$ cat config.mk
export PLATFORM = sky130hd
export DESIGN_NAME = serial_cmd_sequencer
export DESIGN_NICKNAME = d
export VERILOG_FILES = /design/src/rtl/serial_cmd_sequencer.sv
export SDC_FILE = /design/constraint.sdc
export NUM_CORES = 1
export LEC_CHECK = 0
export ABC_AREA = 1
export ABC_CLOCK_PERIOD_IN_PS = 4400
export CAP_MARGIN = 10
export CORE_MARGIN = 2
export CORE_UTILIZATION = 42
export CTS_CLUSTER_DIAMETER = 30
export CTS_CLUSTER_SIZE = 24
export DETAILED_ROUTE_END_ITERATION = 10
export SYNTH_ARGS = -nofsm -noshare
export SYNTH_HDL_FRONTEND = slang
export SYNTH_SLANG_ARGS = --single-unit
$ cat constraint.sdc
create_clock -name clk -period 4.4 [get_ports clk]
set_input_delay 1.32 -clock clk [delete_from_list [all_inputs] [get_ports clk]]
set_output_delay 1.32 -clock clk [all_outputs]
set_load 0.01 [all_outputs]
$ cat src/rtl/serial_cmd_sequencer.sv
// serial_cmd_sequencer: frames UART bytes into the command fifo, hands complete
// frames to the decoder and reports one status per frame.
module serial_cmd_sequencer #(
    parameter int FIFO_SIZE      = 16,
    parameter int BYTE_TIMEOUT   = 50000,
    parameter int DECODE_TIMEOUT = 1024
) (
    input  logic       clk,
    input  logic       rst,
    input  logic       rx_byte_valid,
    input  logic [7:0] rx_byte,
    output logic       fifo_push,
    output logic [7:0] fifo_in_data,
    output logic       fifo_clear,
    output logic       cmd_ready,
    input  logic       cmd_processed,
    input  logic       cmd_decode_success,
    output logic       cmd_processed_received,
    output logic       busy,
    output logic       frame_done,
    output logic       frame_ok,
    output logic [2:0] err_code
);
    localparam int BT_W = $clog2(BYTE_TIMEOUT + 1);
    localparam int DT_W = $clog2(DECODE_TIMEOUT + 1);
    localparam logic [8:0]      MAX_LEN = 9'(FIFO_SIZE);
    localparam logic [BT_W-1:0] BT_LIM  = BT_W'(BYTE_TIMEOUT);
    localparam logic [DT_W-1:0] DT_LIM  = DT_W'(DECODE_TIMEOUT);

    localparam logic [2:0] ERR_NONE     = 3'd0;
    localparam logic [2:0] ERR_DECODE   = 3'd1;
    localparam logic [2:0] ERR_BYTE_TO  = 3'd2;
    localparam logic [2:0] ERR_OVERSIZE = 3'd3;
    localparam logic [2:0] ERR_DEC_TO   = 3'd4;

    typedef enum logic [2:0] {
        ST_IDLE     = 3'd0,
        ST_COLLECT  = 3'd1,
        ST_DRAIN    = 3'd2,
        ST_DISPATCH = 3'd3,
        ST_ACK      = 3'd4,
        ST_FLUSH    = 3'd5
    } state_t;

    state_t          state_q, state_d;
    logic [8:0]      count_q, count_d;
    logic [8:0]      expected_q, expected_d;
    logic [BT_W-1:0] byte_tmr_q, byte_tmr_d;
    logic [DT_W-1:0] dec_tmr_q, dec_tmr_d;
    logic [2:0]      err_pend_q, err_pend_d;
    logic            success_q, success_d;
    logic            push_q, push_d;
    logic [7:0]      data_q, data_d;
    logic            clear_q, clear_d;
    logic            ready_q, ready_d;
    logic            ack_q, ack_d;
    logic            busy_q, busy_d;
    logic            done_q, done_d;
    logic            ok_q, ok_d;
    logic [2:0]      err_q, err_d;

    logic [BT_W-1:0] byte_tmr_nxt_s;
    logic [DT_W-1:0] dec_tmr_nxt_s;
    logic [8:0]      len_exp_s;
    logic            frame_full_s;

    // Next-state and registered-output computation for the frame sequencer.
    always_comb begin
        state_d    = state_q;
        count_d    = count_q;
        expected_d = expected_q;
        byte_tmr_d = byte_tmr_q;
        dec_tmr_d  = dec_tmr_q;
        err_pend_d = err_pend_q;
        success_d  = success_q;
        push_d     = 1'b0;
        data_d     = data_q;
        clear_d    = 1'b0;
        ready_d    = ready_q;
        ack_d      = ack_q;
        done_d     = 1'b0;
        ok_d       = ok_q;
        err_d      = err_q;

        byte_tmr_nxt_s = byte_tmr_q + BT_W'(1);
        dec_tmr_nxt_s  = dec_tmr_q + DT_W'(1);
        len_exp_s      = {1'b0, rx_byte} + 9'd6;
        // Length is only known once LEN has arrived, so expected==0 means "not yet".
        frame_full_s   = (expected_q != 9'd0) && (count_q == expected_q);

        case (state_q)
            ST_IDLE: begin
                count_d    = 9'd0;
                expected_d = 9'd0;
                byte_tmr_d = '0;
                dec_tmr_d  = '0;
                err_pend_d = ERR_NONE;
                if (rx_byte_valid && (rx_byte == 8'hFF)) begin
                    push_d  = 1'b1;
                    data_d  = rx_byte;
                    count_d = 9'd1;
                    state_d = ST_COLLECT;
                end else begin
                    state_d = ST_IDLE;
                end
            end

            ST_COLLECT: begin
                if (frame_full_s) begin
                    ready_d    = 1'b1;
                    dec_tmr_d  = '0;
                    byte_tmr_d = '0;
                    state_d    = ST_DISPATCH;
                end else if (rx_byte_valid) begin
                    push_d     = 1'b1;
                    data_d     = rx_byte;
                    count_d    = count_q + 9'd1;
                    byte_tmr_d = '0;
                    if (count_q == 9'd3) begin
                        expected_d = len_exp_s;
                        if (len_exp_s > MAX_LEN) begin
                            err_pend_d = ERR_OVERSIZE;
                            state_d    = ST_DRAIN;
                        end else begin
                            state_d = ST_COLLECT;
                        end
                    end else begin
                        state_d = ST_COLLECT;
                    end
                end else if (byte_tmr_nxt_s == BT_LIM) begin
                    err_pend_d = ERR_BYTE_TO;
                    clear_d    = 1'b1;
                    state_d    = ST_FLUSH;
                end else begin
                    byte_tmr_d = byte_tmr_nxt_s;
                end
            end

            ST_DRAIN: begin
                // Swallow the rest of an oversize frame until the line goes quiet.
                if (rx_byte_valid) begin
                    byte_tmr_d = '0;
                end else if (byte_tmr_nxt_s == BT_LIM) begin
                    clear_d = 1'b1;
                    state_d = ST_FLUSH;
                end else begin
                    byte_tmr_d = byte_tmr_nxt_s;
                end
            end

            ST_DISPATCH: begin
                if (cmd_processed) begin
                    ready_d   = 1'b0;
                    success_d = cmd_decode_success;
                    ack_d     = 1'b1;
                    state_d   = ST_ACK;
                end else if (dec_tmr_nxt_s == DT_LIM) begin
                    ready_d    = 1'b0;
                    err_pend_d = ERR_DEC_TO;
                    clear_d    = 1'b1;
                    state_d    = ST_FLUSH;
                end else begin
                    dec_tmr_d = dec_tmr_nxt_s;
                end
            end

            ST_ACK: begin
                if (!cmd_processed) begin
                    ack_d = 1'b0;
                    if (success_q) begin
                        done_d     = 1'b1;
                        ok_d       = 1'b1;
                        err_d      = ERR_NONE;
                        count_d    = 9'd0;
                        expected_d = 9'd0;
                        byte_tmr_d = '0;
                        dec_tmr_d  = '0;
                        state_d    = ST_IDLE;
                    end else begin
                        err_pend_d = ERR_DECODE;
                        clear_d    = 1'b1;
                        state_d    = ST_FLUSH;
                    end
                end else begin
                    state_d = ST_ACK;
                end
            end

            ST_FLUSH: begin
                done_d     = 1'b1;
                ok_d       = 1'b0;
                err_d      = err_pend_q;
                count_d    = 9'd0;
                expected_d = 9'd0;
                byte_tmr_d = '0;
                dec_tmr_d  = '0;
                state_d    = ST_IDLE;
            end

            default: begin
                ready_d = 1'b0;
                ack_d   = 1'b0;
                state_d = ST_IDLE;
            end
        endcase

        busy_d = (state_d != ST_IDLE);
    end

    // State, counters and all outputs register here; reset clears them at once.
    always_ff @(posedge clk or negedge rst) begin
        if (!rst) begin
            state_q    <= ST_IDLE;
            count_q    <= 9'd0;
            expected_q <= 9'd0;
            byte_tmr_q <= '0;
            dec_tmr_q  <= '0;
            err_pend_q <= 3'd0;
            success_q  <= 1'b0;
            push_q     <= 1'b0;
            data_q     <= 8'd0;
            clear_q    <= 1'b0;
            ready_q    <= 1'b0;
            ack_q      <= 1'b0;
            busy_q     <= 1'b0;
            done_q     <= 1'b0;
            ok_q       <= 1'b0;
            err_q      <= 3'd0;
        end else begin
            state_q    <= state_d;
            count_q    <= count_d;
            expected_q <= expected_d;
            byte_tmr_q <= byte_tmr_d;
            dec_tmr_q  <= dec_tmr_d;
            err_pend_q <= err_pend_d;
            success_q  <= success_d;
            push_q     <= push_d;
            data_q     <= data_d;
            clear_q    <= clear_d;
            ready_q    <= ready_d;
            ack_q      <= ack_d;
            busy_q     <= busy_d;
            done_q     <= done_d;
            ok_q       <= ok_d;
            err_q      <= err_d;
        end
    end

    assign fifo_push              = push_q;
    assign fifo_in_data           = data_q;
    assign fifo_clear             = clear_q;
    assign cmd_ready              = ready_q;
    assign cmd_processed_received = ack_q;
    assign busy                   = busy_q;
    assign frame_done             = done_q;
    assign frame_ok               = ok_q;
    assign err_code               = err_q;

    serial_cmd_sequencer_chk u_chk (
        .clk                    (clk),
        .rst                    (rst),
        .fifo_push              (push_q),
        .fifo_clear             (clear_q),
        .cmd_ready              (ready_q),
        .cmd_processed_received (ack_q),
        .busy                   (busy_q),
        .frame_done             (done_q),
        .err_code               (err_q)
    );
endmodule

// Protocol properties of the sequencer outputs.
module serial_cmd_sequencer_chk (
    input logic       clk,
    input logic       rst,
    input logic       fifo_push,
    input logic       fifo_clear,
    input logic       cmd_ready,
    input logic       cmd_processed_received,
    input logic       busy,
    input logic       frame_done,
    input logic [2:0] err_code
);
    a_no_push_in_hs: assert property (@(posedge clk) disable iff (!rst)
        fifo_push |-> !(cmd_ready || cmd_processed_received));
    a_clear_pulse: assert property (@(posedge clk) disable iff (!rst)
        fifo_clear |=> !fifo_clear);
    a_done_pulse: assert property (@(posedge clk) disable iff (!rst)
        frame_done |=> !frame_done);
    a_hs_busy: assert property (@(posedge clk) disable iff (!rst)
        (cmd_ready || cmd_processed_received) |-> busy);
    a_err_range: assert property (@(posedge clk) disable iff (!rst)
        err_code <= 3'd4);
endmodule
==> Word-level counts from Yosys, hierarchy flattened <==
Cells that the tools add are included.
{ "word_totals": {"output_inout_bits": 18, "inputBits": 13, "mem_bits_rw": 0, "latch_bits": 0, "romBits": 0, "word_cells": 150, "mem_count": 0, "reg_bits": 70} }
{ "op_classes": {"magnitude_cmp": 1, "reduce_logical": 25, "n_mul": 0, "addsub": 4, "n_eq_ne": 26, "muxes": 76, "n_bitwise": 2, "shifts": 0, "n_div": 0} }
{ "ops": {"columns": ["operator", "count"], "rows": [
  ["2-to-1 mux 16 bit", 5],
  ["one-hot mux 16 bit (4 select lines)", 1],
  ["2-to-1 mux 9 bit", 7],
  ["2-to-1 mux 3 bit", 20],
  ["2-to-1 mux 11 bit", 5],
  ["one-hot mux 11 bit (4 select lines)", 1],
  ["one-hot mux 9 bit (4 select lines)", 1],
  ["one-hot mux 9 bit (3 select lines)", 1],
  ["2-to-1 mux 8 bit", 3],
  ["!= test 2 bit, second input constant", 12],
  ["2-to-1 mux 1 bit", 21],
  ["adder 16 x 1 -> 16 bit, second input constant", 1],
  ["equality test 16 bit, second input constant", 1],
  ["one-hot mux 8 bit (2 select lines)", 1],
  ["nonzero test 4 bit", 4],
  ["one-hot mux 3 bit (5 select lines)", 1],
  ["!= test 3 bit, second input constant", 4],
  ["one-hot mux 3 bit (4 select lines)", 1],
  ["AND reduction 3 bit", 4],
  ["AND reduction 6 bit", 2],
  ["adder 11 x 1 -> 11 bit, second input constant", 1],
  ["equality test 11 bit, second input constant", 1],
  ["adder 8 x 3 -> 9 bit, second input constant", 1],
  ["adder 9 x 1 -> 9 bit, second input constant", 1],
  ["other kinds (24)", 34]
]} }

==> Logic depth before layout (Yosys ltp) <==
{ "depth": {"ltp_word": 8, "mapped_depth": 15, "ltp_nobuf": 15} }

==> Least setup slack after synthesis <==
OpenSTA, ideal clock, no wires.
{ "synth_path": {"path_type": "input to register", "startpoint": "input rx_byte[1]", "endpoint": "register busy_q (netlist: busy)", "stages": 14, "t_arrival_ps": 2575, "setup_time_ps": 120, "required_time_ps": 4280, "slack_ps": 1705, "path_buffers": 0, "cell_sequence": "inv_1 ha_1 inv_1 nand3_1 o21ai_0 nand3_1 nor2_1 nand2_1 nand3_1 nand2_1 nor2_1 nand2_2 nor2_1 nand2_1"} }
{ "synth_via": {"elab_chain_cells": 8, "word_cells_on_any_way": 11, "cone_classes": "1 x add/sub; 1 x order compare; 1 x eq/ne; 6 x mux; 2 x reduce/logical"} }
{ "synth_rtl": {"columns": ["item", "line_no", "source"], "rows": [
  ["start, declared", "11", "input logic [7:0] rx_byte,"],
  ["adder 8 x 3 -> 9 bit", "87", "len_exp_s = {1'b0, rx_byte} + 9'd6;"],
  ["greater-than comparator 9 x 5 -> 1 bit", "121", "if (len_exp_s > MAX_LEN) begin"],
  ["2-to-1 mux 2 bit", "121", null],
  ["2-to-1 mux 3 bit", "119", "if (count_q == 9'd3) begin"],
  ["2-to-1 mux 3 bit", "114", "end else if (rx_byte_valid) begin"],
  ["2-to-1 mux 3 bit", "109", "if (frame_full_s) begin"],
  ["one-hot mux 3 bit (5 select lines)", "91", "case (state_q)"],
  ["named net state_d[1]", "45", "state_t state_q, state_d;"],
  ["nonzero test 3 bit", "207", "busy_d = (state_d != ST_IDLE);"],
  ["named net busy_d", "57", "logic busy_q, busy_d;"],
  ["end signal, assigned", "242", "busy_q <= busy_d;"],
  ["end, declared", "57", null]
]} }
The timed path passes the listed nets, and every way through them passes these cells.
A chain may end at the register's enable or synchronous reset.

==> Final worst setup path <==
Same ends and word-level chain as after synthesis.

==> flow_metrics.py <==
metrics = {
    "logic_synthesis": {
        "ys_ff_latch": 70,
        "synth.avg_cell_area_um2": 7.05,
        "yosys_most_used_dff": "dfrtp_1",
        "yosysMostFrequentCell": "nand2_1",
        "synth_area_leaders": "dfrtp_1 38%, nand2_1 15%, inv_1 7.4%",
        "synth_top_area_cell": "dfrtp_1",
        "netlist_area_um2": 4590,
        "synthTopCellsByCount": "184 x nand2_1, 91 x inv_1, 70 x dfrtp_1",
        "synth-edff-count": 0,
        "synthCells": 651,
        "async_flop_share_pct": 100,
        "syn-num-nets": 668,
        "seq_area_frac_synth_pct": 38.2,
        "yosys_warnings": 0,
        "synth.distinct_cells": 38,
        "yosys.area.top_type_share_pct": 38.2,
    },
    "global_route": {
        "grt_max_degree": 71,
        "grt_pass1_wl_um": 18400,
        "grt.overflow.total": 0,
        "track_usage_pct": 19.8,
        "antenna_found_initial": 0,
        "grt_pass1_vias": 3994,
    },
    "sta": {
        "finalHoldViolations": 0,
        "slew_headroom_pct": 39.4,
        "fin_crit_sh_pct": 69.6,
        "setup-violations-final": 0,
        "tns_ns": 0,
        "finClkSkew_ns": 0.0120,
        "tightest_slew_ns": 0.909,
        "max_freq_mhz": 327,
        "rsz0062_at_grt": "no",
        "slew_viol_final": 0,
        "period_minus_slack_ns": 3.06,
    },
    "floorplan": {
        "num_rows": 38,
        "die_w_um": 109,
        "die_area_um2": 11800,
        "io_pins": 31,
        "core_area_um2": 10700,
        "die_h_um": 109,
        "start_util_pct": 42.7,
    },
    "critical_path": {
        "startpoint": "rx_byte[1]",
        "cp.arrival_ns": 3.31,
        "start_kind": "primary input",
        "crit_fanout": 3,
        "cpMaxStageDelayCell": "clkdlybuf4s50_1",
        "worstPathRequired_ns": 4.65,
        "cpPeakStageDelay_ns": 0.50,
        "rr_startpoint": "byte_tmr_q[0]",
        "cp-end-kind": "flop",
        "critical_path.top_delay_family": "simple AND/OR/NAND/NOR gates",
        "crit_chain": "clkdlybuf4s50_1 -> inv_1 -> ha_1 -> inv_1 -> nand3_1 -> o21ai_0 -> nand3_1 -> nor2_1 -> nand2_1 -> nand3_1 -> nand2_1 -> nor2_1 -> nand2_2 -> nor2_1 -> nand2_1",
        "cp_num_buf_inv": 3,
        "crit_type": "primary input to flop",
    },
    "cells_and_area": {
        "nNetsFinal": 698,
        "drive_gt1_share_pct": 10.8,
        "area_delta_synth_final_pct": 13.2,
        "register_area_um2": 1750,
        "final.fill_count": 1110,
        "antennaDiodeCount": 0,
        "multi_input_area_um2": 2400,
        "fin_cells": 825,
    },
    "power": {
        "p_clk_share_pct": 22.1,
        "power.density_nw_per_um2": 466,
        "p_int_mw": 1.41,
        "switching_share_pct": 41.8,
        "irDropWorstVdd_mv": 0.278,
        "pwr-share-seq_pct": 36.3,
        "pwr-share-comb_pct": 41.6,
        "switchingPower_mw": 1.01,
        "p_leak_nw": 2.33,
    },
    "clocking": {
        "cts.sinks": 70,
        "ctsResizeCount": 0,
        "clk-insertion-delay-late_ns": 0.36,
        "cts.clk_slew.worst_paths_ns": 0.08,
        "ctsRootBufferMaster": "clkbuf_8",
        "cts_buffers": 9,
        "clockBufferDepth": 2,
        "cts_setup_buffers": 0,
        "cts_tree": "yes",
        "ctsHoldBuffers": 0,
        "cts-htree-levels": 3,
    },
    "routing": {
        "first_pass_iters": 4,
        "wl_per_cell_um": 13.1,
        "first_iter_violations": 192,
        "ant_nets": 0,
        "wl_met2_um": 4890,
        "dr.max_layer_used": "met4",
        "totalWireLength_um": 10800,
        "drc": 0,
        "wl_met1_um": 5260,
        "via_count": 4197,
        "viasPerCell": 5.09,
        "route.met3.wl_um": 590,
    },
    "job": {
        "maxCapViolations": 0,
    },
    "placement": {
        "dp_cells": 810,
        "portBuffers": 30,
        "hpwlAfterDp_um": 7840,
        "gp_congestion": 0.861,
    },
    "min_path": {
        "hp-start": "err_pend_q[1]",
        "hp-class": "flop to flop",
    },
    "outcome": {
        "status": "complete, no violations",
    },
}
==> tightest hold or removal path, cell delays in order, from the launching register on <==
cell,delay [ns]
dfrtp_1,0.35
nand2_1,0.05
nand2_1,0.05
==> registers in the layout, summed over array words and instances, names as in the netlist <==
| register | count |
|---|---|
| state_q | 3 |
| dec_tmr_q | 11 |
| err_pend_q | 3 |
| success_q | 1 |
| fifo_push | 1 |
| frame_done | 1 |
| frame_ok | 1 |
| count_q | 9 |
| cmd_ready | 1 |
| fifo_clear | 1 |
| fifo_in_data | 8 |
| cmd_processed_received | 1 |
| expected_q | 9 |
| byte_tmr_q | 16 |
| err_code | 3 |
| busy | 1 |
==> cell type report <==
cell class / instances / area share [%]
inverter: 95 / 6.86
multi-input combinational: 473 / 46.2
clock buffer: 10 / 2.65
tap: 140 / 3.37
sequential: 70 / 33.7
timing repair buffer: 32 / 6.02
clock inverter: 5 / 1.13
==> logic make-up (layout without fill, tap and decap cells) <==
group,Yosys count,count (layout),share of synthesized area (%)
buffers and inverters,108,142,9.51
adders and majority gates,4,4,1.09
DFF,70,70,38.2
xor gates and xnor gates,11,11,2.10
and+or+nand+nor,375,375,38.2
AOI/OAI and AO/OA,83,83,11.0
==> power by group through the flow <==
stage / Sequential [mW] / Clock, mW / Combinational, mW
6_report: 0.879 / 0.534 / 1.01
5_1_grt: 0.896 / 0.586 / 1.13
4_1_cts: 0.881 / 0.556 / 1.02
3_5_place_dp: 0.889 / 0 / 1.01
3_3_place_gp: 0.890 / 0 / 1.01
2_1_floorplan: 0.892 / 0 / 0.715
==> path summary, 6_finish.rpt <==
path	end	slack, ns	cells past startpoint
max	busy	1.34	15
min	err_pend_q[1]	0.48	2
max reg2reg	err_pend_q[2]	2.17	12
min reg2reg	err_pend_q[1]	0.48	2
max in group asynchronous	byte_tmr_q[7]	2.73	1
min in group asynchronous	dec_tmr_q[3]	1.09	1
==> per-stage QoR <==
step | instance area, µm² | setup slack [ns] | total power [mW] | util, % | hold slack [ns]
3_5_place_dp | 5000 | 0.975 | 1.90 | 46.5 | 0.467
2_1_floorplan | 4590 | 1.71 | 1.61 | - | 0.442
5_1_grt | 5190 | 1.15 | 2.61 | 48.3 | 0.517
3_3_place_gp | 5000 | 1.01 | 1.90 | 46.5 | 0.459
4_1_cts | 5190 | 1.35 | 2.46 | 48.3 | 0.489
6_report | 5190 | 1.34 | 2.42 | 48.3 | 0.483
==> routing by layer <==
metal	global-route usage (%)	vias to the layer above
met1	27.6	1956
met2	30.9	84
met3	3.13	9
met4	7.14	0
li1	-	2148
met5	0	-
==> layout by cell type (no fill, tap or decap), types with 3 or more instances in the layout <==
| cell | count |
|---|---|
| nor2_4 | 7 |
| nand2_2 | 14 |
| buf_4 | 3 |
| nand3_1 | 60 |
| dfrtp_1 | 70 |
| o21ai_0 | 40 |
| a21oi_1 | 10 |
| o21ai_1 | 10 |
| clkdlybuf4s50_1 | 29 |
| nor2_2 | 7 |
| xnor2_1 | 5 |
| nand3_2 | 7 |
| nand4_1 | 22 |
| ha_1 | 4 |
| clkbuf_8 | 10 |
| nand2_1 | 184 |
| inv_1 | 91 |
| o31ai_1 | 5 |
| o21ai_2 | 12 |
| nor2_1 | 61 |
| nor4_1 | 3 |
| xor2_1 | 6 |
No activity file was read; power rests on OpenSTA's default activity.
==> RTL change 1 (same flow settings) <==
Change the parameter `BYTE_TIMEOUT` from 50000 to 100000.
--- a/src/rtl/serial_cmd_sequencer.sv
+++ b/src/rtl/serial_cmd_sequencer.sv
@@ -3,5 +3,5 @@
 module serial_cmd_sequencer #(
     parameter int FIFO_SIZE      = 16,
-    parameter int BYTE_TIMEOUT   = 50000,
+    parameter int BYTE_TIMEOUT   = 100000,
     parameter int DECODE_TIMEOUT = 1024
 ) (
Behaviour: no difference found for any inputs over 10 cycles, from zero or initial values and one cycle with rst low; that may be too few to reach the edited logic, so the function may still have changed.
==> RTL change 1 against the original RTL <==
  * Critical path depth is 7 lower
  * Final area fell by 1.8%
  * Sequential share of layout area increased by 1.1 points
  * Sequential cell count is 1 higher
  * Die area fell by 2.3%
  * Routed wire length is 0.50% lower
  * Sequential power is 0.5% higher
  * First-iteration DRC count grew 64%
  * Setup slack worse by 0.088 ns
  * Total power shrank 2.5%
  * Synthesized area decreased by 2.3%
==> RTL change 1: results (changes against the original RTL) <==
* Multiplexer share of the synthesized area at 0.502% (+0.50 points)
* Fin util at 49.4% (+1.1 points)
* HP Class: flip-flop to flip-flop
* Skew-Pair Late Insertion Delay at 0.35 ns
* First-pass GRT wire length at 18600 um (+0.94%)
* Seq/Total Area, Yosys at 39.6% (+1.5 points)
* Ant diodes at 0 (unchanged)
* Max incr delay on CP at 0.55 ns (+0.05 ns)
* Commonest cells post-synth: nand2_1 (179), inv_1 (86), dfrtp_1 (71)
* Crit path DAT at 3.40 ns (+0.09 ns)
* Initial drt markers at 314 (+64%)
* Dpl hpwl at 8150 um (+3.9%)
* Largest registers: byte_tmr_q (17), dec_tmr_q (11)
* IO buf count at 30 (unchanged)
* Xor-xnor portion of the synthesized cell area at 1.76% (-0.34 points)
* Setup_tns at 0 ns (unchanged)
* Initial antenna violation count at 0 (unchanged)
* Max-cap violation count at 0 (unchanged)
* Area after DPL at 4910 sq um (-1.7%)
* Pleak at 2.36 nW (+1.2%)
* Vias in the first global route at 3922 (-1.8%)
* Area fraction in compound gates after synthesis at 9.80% (-1.2 points)
* Adder-cell area share of the yosys netlist at 1.12% (+0.026 points)
* Status: complete, no violations
* Skew final at 0.0113 ns (-0.000681 ns)
* Net Count, Synth at 660 (-1.2%)
* Relative slew slack at 40.4% (+1.0 points)
* Num CTS Buffers at 9 (unchanged)
* CTS resizes at 0 (unchanged)
* H-tree lvl count at 3 (unchanged)
* CP Max Fanout at 15 (+12)
* Nets@finish at 694 (-0.57%)
* CTS clk-pin slew, worst paths at 0.08 ns (about the same)
* Fin. Hold Viols at 0 (unchanged)
* Placer Congestion at 0.888 (+3.1%)
* Fill cells at 1062 (-4.3%)
* Synth unique cells at 35 (-7.9%)
* Layout cells sized above 1 at 9.53% (-1.3 points)
* Clock buffer depth at 2 (unchanged)
* Root Driver: clkbuf_8
* Yosys Warn Count at 0 (unchanged)
* Largest net degree at the start of global routing at 72 (+1.4%)
* Synth top area cells: dfrtp_1 (40%), nand2_1 (15%), inv_1 (7.2%)
* Tot GR Track Use at 20.4% (+0.62 points)
* Drt pass-1 iters at 5 (+1)
* Total number of vias at 4229 (+0.76%)
* WL final at 10800 um (-0.50%)
* Worst path slowest cell: clkdlybuf4s50_1
* Maximum vdd drop at 0.222 mV (-20%)
==> RTL change 1: changes by cell type in the layout (fill, tap and decap cells not counted), moves of 4 or more <==
cell,unedited run,this run
o21ai_2,12,2
inv_2,2,9
nand3_1,60,54
nor3_1,2,8
o22ai_1,1,7
inv_1,91,86
nand2_1,184,179
nor2_1,61,65
o21ai_0,40,36
==> RTL change 1: metrics by stage <==
step,power [mW],cells,setup slack (ns)
floorplan,1.53,643,1.77
global placement,1.84,802,0.938
detailed placement,1.85,802,0.863
CTS,2.38,818,1.23
global route,2.55,818,1.01
finish,2.36,818,1.25
==> RTL change 1: routing by layer <==
layer / wire [um] / global-route usage [%] / share of wire [%] / vias up
met5: 0 / 0 / 0 / -
met4: 153 / 7.24 / 1.4 / 0
met3: 563 / 3.93 / 5.2 / 15
met2: 4710 / 30.6 / 44 / 120
met1: 5360 / 29.3 / 50 / 1958
li1: - / - / - / 2136
==> RTL change 1: final timing paths <==
kind | from | to | slack [ns] | depth (start not counted)
setup / recovery | rx_byte[4] | fifo_in_data[4] | 1.25 | 8
hold / removal | err_pend_q[1] | err_pend_q[1] | 0.48 | 2
setup reg to reg | state_q[1] | expected_q[3] | 2.01 | 8
hold reg to reg | err_pend_q[1] | err_pend_q[1] | 0.48 | 2
max in group asynchronous | rst | byte_tmr_q[13] | 2.73 | 1
min in group asynchronous | rst | expected_q[2] | 1.10 | 1
==> RTL change 1: critical path, delay by kind of cell <==
family	cells	cell delay (ns)
simple gates	6	1.15
buf+inv	1	0.55
mux	1	0.39
==> RTL change 1: power breakdown <==
group	internal, mW	total [mW]	leakage (nW)	switching (mW)
logic	0.344	0.951	1.32	0.607
clock network	0.275	0.525	0.100	0.250
registers	0.789	0.883	0.937	0.0939
==> RTL change 1: cell families (layout without fill, tap and decap cells) <==
group           after synthesis  in the layout
mux                           2              2
buf+inv                     105            144
compound gates               79             79
simple gates                373            373
fa+ha+maj                     4              4
flops                        71             71
xor+xnor                      9              9
==> RTL change 1: layout make-up <==
class                      instances  area share (%)
timing repair buffer              31            5.98
multi-input combinational        467            45.0
sequential                        71            34.8
inverter                          97            7.13
tap                              136            3.33
clock inverter                     4           0.883
clock buffer                      12            2.84
==> RTL change 2 (same settings) <==
Without the edit above. The 6 states of `state_t` get a one-hot encoding in 6 bits.
--- a/src/rtl/serial_cmd_sequencer.sv
+++ b/src/rtl/serial_cmd_sequencer.sv
@@ -34,11 +34,11 @@
     localparam logic [2:0] ERR_DEC_TO   = 3'd4;
 
-    typedef enum logic [2:0] {
-        ST_IDLE     = 3'd0,
-        ST_COLLECT  = 3'd1,
-        ST_DRAIN    = 3'd2,
-        ST_DISPATCH = 3'd3,
-        ST_ACK      = 3'd4,
-        ST_FLUSH    = 3'd5
+    typedef enum logic [5:0] {
+        ST_IDLE     = 6'b000001,
+        ST_COLLECT  = 6'b000010,
+        ST_DRAIN    = 6'b000100,
+        ST_DISPATCH = 6'b001000,
+        ST_ACK      = 6'b010000,
+        ST_FLUSH    = 6'b100000
     } state_t;
 
Function: same outputs for any inputs over 10 cycles, from zero or initial values and one cycle with rst low; not proved beyond that.
==> RTL change 2 against the original RTL <==
  * Final area is 0.31% lower
  * Critical path depth is 2 lower
  * Non-clock buffer count is 1 lower
  * Global-route usage is 1.2 points higher
  * Sequential cell count is 3 higher
  * Setup slack better by 0.098 ns
  * Routed wire length is 3.2% higher
  * Synthesized area is 0.57% lower
  * Critical path type unchanged
Power is not compared: it rests on default switching activity, and its combinational part moved more than twofold at a synthesized area within 25%.
==> RTL change 2: results (changes against the original RTL) <==
* HP Start: fifo_in_data[3]
* Met3 GRT Util at 3.01% (-0.12 points)
* Placer Congestion at 0.911 (+5.9%)
* Crit path DAT at 3.23 ns (-0.08 ns)
* Skew final at 0.0116 ns (-0.000327 ns)
* Met3 WL at 474 um (-20%)
* Area fraction in compound gates after synthesis at 7.32% (-3.7 points)
* First-pass GRT wire length at 19300 um (+4.6%)
* Seq/Total Area, Yosys at 40.0% (+1.9 points)
* Drt pass-1 iters at 5 (+1)
* Xor-xnor portion of the synthesized cell area at 3.07% (+0.97 points)
* IO buf count at 30 (unchanged)
* Num CTS Buffers at 9 (unchanged)
* Area after DPL at 4980 sq um (-0.35%)
* Worst hold endpoint: fifo_in_data[3]
* Synth async-reset ratio at 100% (unchanged)
* Met2 Usage GRT at 32.9% (+2.0 points)
* Ys flop type: dfrtp_1
* Largest net degree at the start of global routing at 74 (+4.2%)
* Reg2reg end: expected_q[0]
* Initial antenna violation count at 0 (unchanged)
* Status: complete, no violations
* Hold path depth at 2 (unchanged)
* Synth top area cells: dfrtp_1 (39%), nand2_1 (18%), nand3_1 (7.8%)
* Nets@finish at 699 (+0.14%)
* Critical path destination: err_pend_q[1]
* Largest registers: byte_tmr_q (16), dec_tmr_q (11)
* Yosys Warn Count at 0 (unchanged)
* Skew-Pair Late Insertion Delay at 0.37 ns
* Maximum vdd drop at 0.203 mV
* WL met2 at 5200 um (+6.4%)
* Dpl hpwl at 8100 um (+3.3%)
* Commonest cells post-synth: nand2_1 (216), dfrtp_1 (72), nand3_1 (71)
* Adder-cell area share of the yosys netlist at 1.10% (+0.0063 points)
* Total number of vias at 4191 (-0.14%)
* Max incr delay on CP at 0.48 ns (-0.02 ns)
* Setup bufs post-CTS at 0 (unchanged)
* FF-to-FF path depth at 10 (-2)
* CP Max Fanout at 5 (+2)
* Tot GR Track Use at 21.0% (+1.2 points)
* Initial drt markers at 254 (+32%)
* H-tree lvl count at 3 (unchanged)
* Synth unique cells at 35 (-7.9%)
* DR WL/cell at 13.5 um (+3.2%)
* Met1 usage at 29.2% (+1.5 points)
* Least-Margin Pin Slew at 0.967 ns (+0.0582 ns)
* Vias in the first global route at 3956 (-0.95%)
* Worst R2R Setup Slack at 1.78 ns (-0.39 ns)
* Multiplexer share of the synthesized area at 0% (unchanged)
* Layout cells sized above 1 at 9.20% (-1.6 points)
* Fill cells at 1086 (-2.2%)
* Worst flop-to-flop path startpoint: state_q[4]
* Ant diodes at 0 (unchanged)
* HP Class: flip-flop to flip-flop
* Met1 Wirelength at 5300 um (+0.78%)
-- RTL change 2: through the flow --
stage	hold slack [ns]	power, mW	worst slack, ns	utilization [%]	instances
2_1_floorplan	0.443	0.860	1.78	-	651
3_3_place_gp	0.472	0.931	1.17	46.6	811
3_5_place_dp	0.470	0.933	1.07	46.6	811
4_1_cts	0.501	1.51	1.46	48.4	825
5_1_grt	0.528	1.57	1.26	48.4	825
6_report	0.497	1.49	1.44	48.4	825
-- RTL change 2: where the power goes --
group          leakage, nW  switching [mW]  internal, mW
clock                0.102           0.260         0.312
sequential           0.993          0.0156         0.689
combinational         1.44           0.147        0.0679
total                 2.54           0.422          1.07
-- RTL change 2: area by class of cell --
type,instances,area (sq um),area share [%]
multi-input combinational,494,2400,46.3
tap,140,175,3.38
inverter,73,277,5.34
timing repair buffer,31,305,5.90
sequential,73,1830,35.3
clock buffer,10,128,2.46
clock inverter,4,70.1,1.35
